<file path="src/rtl/siso_shift_ctrl.sv">
// Sequencer for a serial-in/serial-out shift register chain: shifts a word
// through the chain LSB-first, reassembles it from the chain output and flags loopback mismatch.
module siso_shift_ctrl #(
  parameter int WIDTH = 8,
  parameter int DEPTH = 8
) (
  input  logic             clk,
  input  logic             clear,
  input  logic             in_valid,
  output logic             in_ready,
  input  logic [WIDTH-1:0] in_data,
  input  logic             hold,
  output logic             sr_s_in,
  output logic             sr_load,
  input  logic             sr_s_out,
  output logic             out_valid,
  input  logic             out_ready,
  output logic [WIDTH-1:0] out_data,
  output logic             mismatch,
  output logic             busy
);

  localparam int            CW   = $clog2(WIDTH + DEPTH + 1);
  localparam logic [CW-1:0] LAST = CW'(WIDTH + DEPTH - 1);

  typedef enum logic [1:0] {IDLE, SHIFT, DONE} state_t;

  state_t           state, state_next;
  logic [CW-1:0]    cnt;
  logic [WIDTH-1:0] tx, rx, rx_next;
  logic             step, finish;

  always_comb begin
    // NOTE: every variable written here gets a default first so no latch is inferred.
    state_next = state;
    rx_next    = rx;
    sr_s_in    = 1'b0;
    step       = (state == SHIFT) && !hold;
    finish     = step && (cnt == LAST);
    // Drive tx[cnt] while cnt < WIDTH (zeros flush the rest); capture bit cnt-DEPTH from the tail.
    for (int i = 0; i < WIDTH; i++) begin
      if ((state == SHIFT) && (cnt == CW'(i)))
        sr_s_in = tx[i];
      if (step && (cnt == CW'(i + DEPTH)))
        rx_next[i] = sr_s_out;
    end
    case (state)
      IDLE:    if (in_valid)  state_next = SHIFT;
      SHIFT:   if (finish)    state_next = DONE;
      DONE:    if (out_ready) state_next = IDLE;
      default:                state_next = IDLE;
    endcase
  end

  // NOTE: sequential state uses non-blocking assignments so all registers update together.
  always_ff @(posedge clk) begin
    if (clear) state <= IDLE;
    else       state <= state_next;
  end

  always_ff @(posedge clk) begin
    if (clear) begin
      cnt      <= '0;
      tx       <= '0;
      rx       <= '0;
      out_data <= '0;
      mismatch <= 1'b0;
    end else begin
      case (state)
        IDLE: if (in_valid) begin
          tx  <= in_data;
          rx  <= '0;
          cnt <= '0;
        end
        SHIFT: if (step) begin
          rx  <= rx_next;
          cnt <= cnt + CW'(1);
          // Result includes the bit captured on this final edge.
          if (finish) begin
            out_data <= rx_next;
            mismatch <= (rx_next != tx);
          end
        end
        default: ;
      endcase
    end
  end

  assign in_ready  = (state == IDLE);
  assign busy      = (state != IDLE);
  assign out_valid = (state == DONE);
  assign sr_load   = step;

endmodule

</file>
<file path="config.mk">
export PLATFORM = sky130hd
export DESIGN_NAME = siso_shift_ctrl
export DESIGN_NICKNAME = d
export VERILOG_FILES = /design/src/rtl/siso_shift_ctrl.sv
export SDC_FILE = /design/constraint.sdc
export NUM_CORES = 1
export LEC_CHECK = 0
export CAP_MARGIN = 10
export CORE_MARGIN = 10
export CORE_UTILIZATION = 40
export DETAILED_ROUTE_END_ITERATION = 10
export PLACE_DENSITY = 0.63
export SLEW_MARGIN = 10
export SYNTH_ARGS = -nofsm -noshare
export SYNTH_HDL_FRONTEND = slang
export SYNTH_SLANG_ARGS = --single-unit
export TNS_END_PERCENT = 30
</file>
<file path="constraint.sdc">
create_clock -name clk -period 2.4 [get_ports clk]
set_clock_uncertainty 0.05 [all_clocks]
set_input_delay 0.72 -clock clk [delete_from_list [all_inputs] [get_ports clk]]
set_output_delay 0.72 -clock clk [all_outputs]
set_load 0.05 [all_outputs]
</file>
==> summary.md, run 1 <==
| Metric | Value |
|---|---|
| Status | finished with violations |
| Failing checks | negative setup slack |
| Layout cells sized above 1 | 23.1% |
| Hold wc startpoint | out_data[7] |
| Worst slew margin | 57.6% |
| Reg2reg start | cnt[0] |
| IO Port Bufs | 27 |
| RSZ-0062 raised after global routing | yes |
| Clock network fraction of design power | 43.8% |
| Initial antenna violation count | 0 |
| HPWL Detailed | 3500 µm |
| Gate Count Post-Synth | 213 |
| Global-route wire length before repair | 7610 µm |
| Top cell type by total area after synthesis | dfxtp_1 |
| Largest net degree at the start of global routing | 19 |
| Vias per inst | 5.13 |
| CTS max path bufs | 2 |
| Total wire length | 4460 µm |
| Slew @ Worst Pin | 0.633 ns |
| Sequential share of power | 42.8% |
| Most used DFF post-synth | dfxtp_1 |
| Vias | 1630 |
| Setup WS post-layout | -0.156 ns |
| Clock Tree Root | clkbuf_8 |
| Layout area overhead | 39.7% |
| Grt total ovfl | 0 |
| Crit end category | output pin |
| Post-synth top area share | 36.0% |
| Full die area | 7330 µm² |
| DRT iter0 DRCs | 100 |
| H-tree depth | 2 |
| Hold Path Sink | out_data[7] |
| First-pass DRT Iterations | 4 |
| CTS Buf Count | 5 |
| Critical R2R Capture | mismatch |
| Family with the most delay on the worst path | compound AO/OA/AOI/OAI gates |
| Core area | 4090 µm² |
| Hold_buf cts | 0 |
| Distinct cell type count after synthesis | 49 |
| Fillers | 392 |
| Hold Violations, Final | 0 |
| Reg2reg setup slack | 0.27 ns |
| Mapped Area | 1720 µm² |
| VDD IR max | 0.369 mV |
| Setup TNS Final | -0.156 ns |
| Reg area | 623 µm² |
| Placed cell areas | 2290 µm² |
| Initial Util | 42.2% |
| CP max FO | 2 |
| Buf+Inv Stages, Crit Path | 2 |
| Tmin final | 2.56 ns |
| Hold path cells | 2 |
| Post-route cell area | 2410 µm² |
| Avg Inst Size Synth | 8.09 µm² |
| Num ports | 28 |
| Final slew viol count | 0 |
| Critical path class | reg -> out |
| Comb power frac | 13.4% |
| Fmax | 391 MHz |
| Setup bufs post-CTS | 0 |
| Synth top area cells | dfxtp_1, nand2_1, a21oi_1, nor2_1, ha_1 |
| ANT cells | 0 |
| GRT Total Usage | 12.7% |
| Final period util | 107% |
| Routed length per instance | 14.0 µm |
| Post-synth EDFFs | 0 |
| Highest-delay cell along the critical path | a2111oi_4 |
| Crit path cell chain | inv_2, ha_4, mux4_2, o21ai_1, nor2_1, a211oi_2, a2111oi_4, buf_12 |
| Max stage delay on crit path | 0.34 ns |
| Number of global-route vias before repair | 1559 |
| Ys Warns | 0 |
| # rows | 23 |
| Fraction of registers with async set/reset | 0% |
| Total internal power | 0.000941 W |
| Antenna viol nets, final | 0 |
| CTS tree | built |
| # DRC | 0 |
| Clk_lat worst skew | 0.30 ns |
| WP data arrival | 1.79 ns |
| CP startpoint kind | register |
| Clock transition at path regs | 0.07 ns |
| Die Height | 85.6 µm |
| Register area share after synthesis | 36.0% |
| Synthesized flop and latch total | 31 |
| Setup violators final | 1 |
| Leakage | 0.911 nW |
| PD cells | 519 nW/µm² |
| Die X | 85.6 µm |
| Post-layout nets | 286 |
| Area occupied by multi-input gates | 1040 µm² |
| Worst R2R Path Depth | 10 |
| Final GP Congestion | 0.884 |
| Switch Pwr | 0.000309 W |
| WP data required | 1.63 ns |
| Max_cap viols | 0 |
| Clk sinks | 31 |
| Hold Crit Class | reg -> reg |
| Syn nets | 232 |
| Sw frac | 24.7% |
==> synth_stat cells, drive strengths merged, types with 4 or more instances <==
cell type and number:
a211oi 6, a21oi 24, a311oi 4, buf 5, clkbuf 8, dfxtp 31
ha 5, inv 8, mux2i 4, nand2 34, nand3 6, nor2 21
nor3 4, o21ai 8, xor2 4
==> layout by cell type, fill, tap and decap left out, drive strengths merged, types with 3 or more instances in the layout <==
| master | synthesis | final |
|---|---|---|
| inv | 8 | 8 |
| a21oi | 24 | 24 |
| nand3 | 6 | 6 |
| clkdlybuf4s50 | 0 | 21 |
| and2 | 3 | 3 |
| nand2 | 34 | 34 |
| xor2 | 4 | 4 |
| ha | 5 | 5 |
| a211oi | 6 | 6 |
| a311oi | 4 | 4 |
| nor2 | 21 | 21 |
| xnor2 | 3 | 3 |
| mux2i | 4 | 4 |
| dfxtp | 31 | 31 |
| nor3 | 4 | 4 |
| o21ai | 8 | 8 |
| clkbuf | 8 | 6 |
| buf | 5 | 38 |
==> flip-flops by register name, summed over array words and instances (netlist names) <==
name      flops
out_data      8
tx            8
rx            7
cnt           5
state         2
mismatch      1
==> tightest hold or removal path, cell delays in order (launching register included) <==
cell	delay (ns)
dfxtp_1	0.31
nand2_1	0.05
a21oi_1	0.06
==> stage by stage <==
| step | hold WS [ns] | total power [W] | util, % | cells | worst slack (ns) |
|---|---|---|---|---|---|
| floorplan | 0.399 | 0.000639 | - | 213 | -0.108 |
| global placement | 0.396 | 0.000714 | 56.0 | 310 | -0.412 |
| detailed placement | 0.411 | 0.000715 | 56.0 | 310 | -0.451 |
| CTS | 0.421 | 0.00126 | 58.9 | 318 | -0.177 |
| global route | 0.433 | 0.00130 | 58.9 | 318 | -0.267 |
| finish | 0.420 | 0.00125 | 58.9 | 318 | -0.156 |
==> how the worst max path moves through the flow <==
| stage | end | from | depth (start not counted) | slack [ns] |
|---|---|---|---|---|
| after floorplan | sr_s_in | cnt[1] | 7 | -0.11 |
| after global placement | mismatch | hold | 7 | -0.41 |
| after detailed placement | mismatch | hold | 7 | -0.45 |
| after CTS | sr_s_in | cnt[1] | 8 | -0.18 |
| after global routing | sr_s_in | cnt[1] | 8 | -0.27 |
| final | sr_s_in | cnt[1] | 8 | -0.16 |
==> power by group through the flow <==
stage / Clock, W / Combinational (W) / Sequential (W)
6_report: 0.000547 / 0.000168 / 0.000535
5_1_grt: 0.000576 / 0.000185 / 0.000535
4_1_cts: 0.000556 / 0.000170 / 0.000534
3_5_place_dp: 0 / 0.000169 / 0.000546
3_3_place_gp: 0 / 0.000168 / 0.000546
2_1_floorplan: 0 / 0.0000940 / 0.000545
==> per-layer routing <==
layer | wire length, µm | track usage (%) | up-vias
met5 | 0 | 0 | -
met4 | 63 | 4.49 | 0
met3 | 216 | 4.82 | 6
met2 | 2010 | 20.1 | 25
met1 | 2170 | 15.4 | 741
li1 | - | - | 858
==> timing repair <==
item | CTS | global route
resized for setup | 2 | 0
pin swaps | 2 | 0
endpoints found under the setup margin | 5 | 1
==> layout make-up <==
class	instances	area share, %
clock inverter	2	1.46
multi-input combinational	160	43.0
timing repair buffer	60	22.0
inverter	9	1.61
tap	50	2.60
sequential	31	25.9
clock buffer	6	3.43
==> cells by family (layout without fill, tap and decap cells) <==
kind of cell,after synthesis,after routing,share of synthesized area [%]
AO/OA/AOI/OAI,58,58,21.2
adder cells (fa/ha/maj),5,5,3.63
buffers and inverters,22,77,6.10
XOR/XNOR,7,7,3.56
flip-flops,31,31,36.0
AND/OR/NAND/NOR,84,84,25.2
multiplexers,6,6,4.28
Power figures use the tool's default switching activity.
==> run 2: changes to the inputs <==
--- a/config.mk
+++ b/config.mk
@@ -9,7 +9,7 @@
 export CORE_MARGIN = 10
 export CORE_UTILIZATION = 40
 export DETAILED_ROUTE_END_ITERATION = 10
-export PLACE_DENSITY = 0.63
+export SKIP_CTS_REPAIR_TIMING = 1
 export SLEW_MARGIN = 10
 export SYNTH_ARGS = -nofsm -noshare
 export SYNTH_HDL_FRONTEND = slang
==> summary.md, run 2 (synthesis gave the netlist of run 1 again) <==
| Metric | Value |
|---|---|
| CTS tree | built |
| Slew @ Worst Pin | 0.640 ns |
| Most common cell after layout, fill and taps aside | buf_4 |
| CTS Buf Count | 5 |
| Max stage delay on crit path | 0.33 ns |
| Final GP Congestion | 0.863 |
| Reg2reg setup slack | 0.21 ns |
| CP startpoint kind | register |
| Hold Crit Class | reg -> reg |
| CTS max path bufs | 2 |
| Largest registers | out_data x8, tx x8, rx x7 |
| Die Height | 85.6 µm |
| Switch Pwr | 0.000288 W |
| Status | finished with violations |
| Initial antenna violation count | 0 |
| Setup TNS Final | -0.165 ns |
| CP max FO | 2 |
| HPWL Detailed | 3510 µm |
| Total internal power | 0.000869 W |
| Setup WS post-layout | -0.165 ns |
| # rows | 23 |
| Number of global-route vias before repair | 1664 |
| Critical R2R Capture | mismatch |
| RSZ-0062 raised after global routing | yes |
| Clk sinks | 31 |
| Max_cap viols | 0 |
| Final slew viol count | 0 |
| First-pass DRT Iterations | 4 |
| Sw frac | 24.9% |
| Dpl cells | 312 |
| Setup violators final | 1 |
| Post-layout nets | 288 |
| Buf+Inv Stages, Crit Path | 2 |
| Leakage | 0.921 nW |
| Post-route cell area | 2420 µm² |
| Hold path cells | 2 |
| Full die area | 7330 µm² |
| Vias | 1634 |
| Comb power frac | 14.7% |
| Sequential share of power | 46.2% |
| DRT iter0 DRCs | 74 |
| WP data arrival | 1.80 ns |
| Crit path cell chain | inv_2, ha_4, mux4_2, o21ai_2, nor2_2, a211oi_2, a2111oi_4, clkbuf_16 |
| Initial Util | 42.2% |
| Antenna viol nets, final | 0 |
| Core area | 4090 µm² |
| Highest-delay cell along the critical path | dfxtp_2 |
| Clock network fraction of design power | 39.1% |
| Worst R2R Path Depth | 10 |
| Vias per inst | 5.11 |
| Layout cells sized above 1 | 24.4% |
| IO Port Bufs | 27 |
| Commonest non-fill, non-tap cells in the layout | buf_4, nand2_1, dfxtp_1 |
| Stages on the worst setup path | 8 |
| Tmin final | 2.57 ns |
| Layout area overhead | 40.5% |
| Final period util | 107% |
| Worst slew margin | 57.1% |
| Fmax | 390 MHz |
| WP data required | 1.63 ns |
| Total wire length | 4500 µm |
| Failing checks | negative setup slack |
| Family with the most delay on the worst path | compound AO/OA/AOI/OAI gates |
| Clock transition at path regs | 0.06 ns |
| Hold Path Sink | out_data[7] |
| Hold wc startpoint | out_data[7] |
| Die X | 85.6 µm |
| ANT cells | 0 |
| Reg2reg start | cnt[0] |
| Largest net degree at the start of global routing | 18 |
| Grt total ovfl | 0 |
| # DRC | 0 |
| Critical path class | reg -> out |
| VDD IR max | 0.324 mV |
| Crit end category | output pin |
| Num ports | 28 |
| Layout Cells excl Fill | 320 |
| Routed length per instance | 14.1 µm |
| Pre-CTS WS | -0.401 ns |
| Clk_lat worst skew | 0.28 ns |
| Hold Violations, Final | 0 |
| Global-route wire length before repair | 7930 µm |
| Placed cell areas | 2300 µm² |
| PD cells | 478 nW/µm² |
| GRT Total Usage | 13.2% |
| Clock Tree Root | clkbuf_8 |
| H-tree depth | 2 |
## run 2: per-layer routing
metal	routed length [µm]	global-route usage [%]	vias up
li1	-	-	861
met1	2140	15.1	741
met2	2100	22.4	30
met3	227	4.16	2
met4	35	5.24	0
met5	0	0	-
## run 2: worst min-delay path: stages (launching register included)
cell and delay (ns):
dfxtp_1 0.31, nand2_1 0.05, a21oi_1 0.05
## run 2: area by class of cell
class                   count  area (µm²)
well taps                  50        62.6
fillers                   424        1670
flip-flops and latches     31         624
clock buffers               8         100
multi-input cells         160        1040
inverters                   9        38.8
repair buffers             62         553
## run 2: worst max-delay path by stage
stage,from,endpoint,slack [ns]
after floorplan,cnt[1],sr_s_in,-0.11
after global placement,hold,mismatch,-0.37
after detailed placement,hold,mismatch,-0.40
after CTS,cnt[1],sr_s_in,-0.25
after global routing,cnt[1],sr_s_in,-0.28
final,cnt[1],sr_s_in,-0.17
## run 2: through the flow
step	power (W)	hold WS, ns	utilization, %
after floorplan	0.000639	0.399	-
after global placement	0.000714	0.399	56.4
after detailed placement	0.000715	0.402	56.4
after CTS	0.00117	0.411	58.8
after global routing	0.00121	0.450	59.2
final	0.00116	0.410	59.2
## run 2: power by group through the flow
stage | Combinational [W] | Clock, W | Sequential (W)
2_1_floorplan | 0.0000940 | 0 | 0.000545
3_3_place_gp | 0.000168 | 0 | 0.000546
3_5_place_dp | 0.000169 | 0 | 0.000546
4_1_cts | 0.000170 | 0.000466 | 0.000534
5_1_grt | 0.000188 | 0.000486 | 0.000535
6_report | 0.000170 | 0.000452 | 0.000534
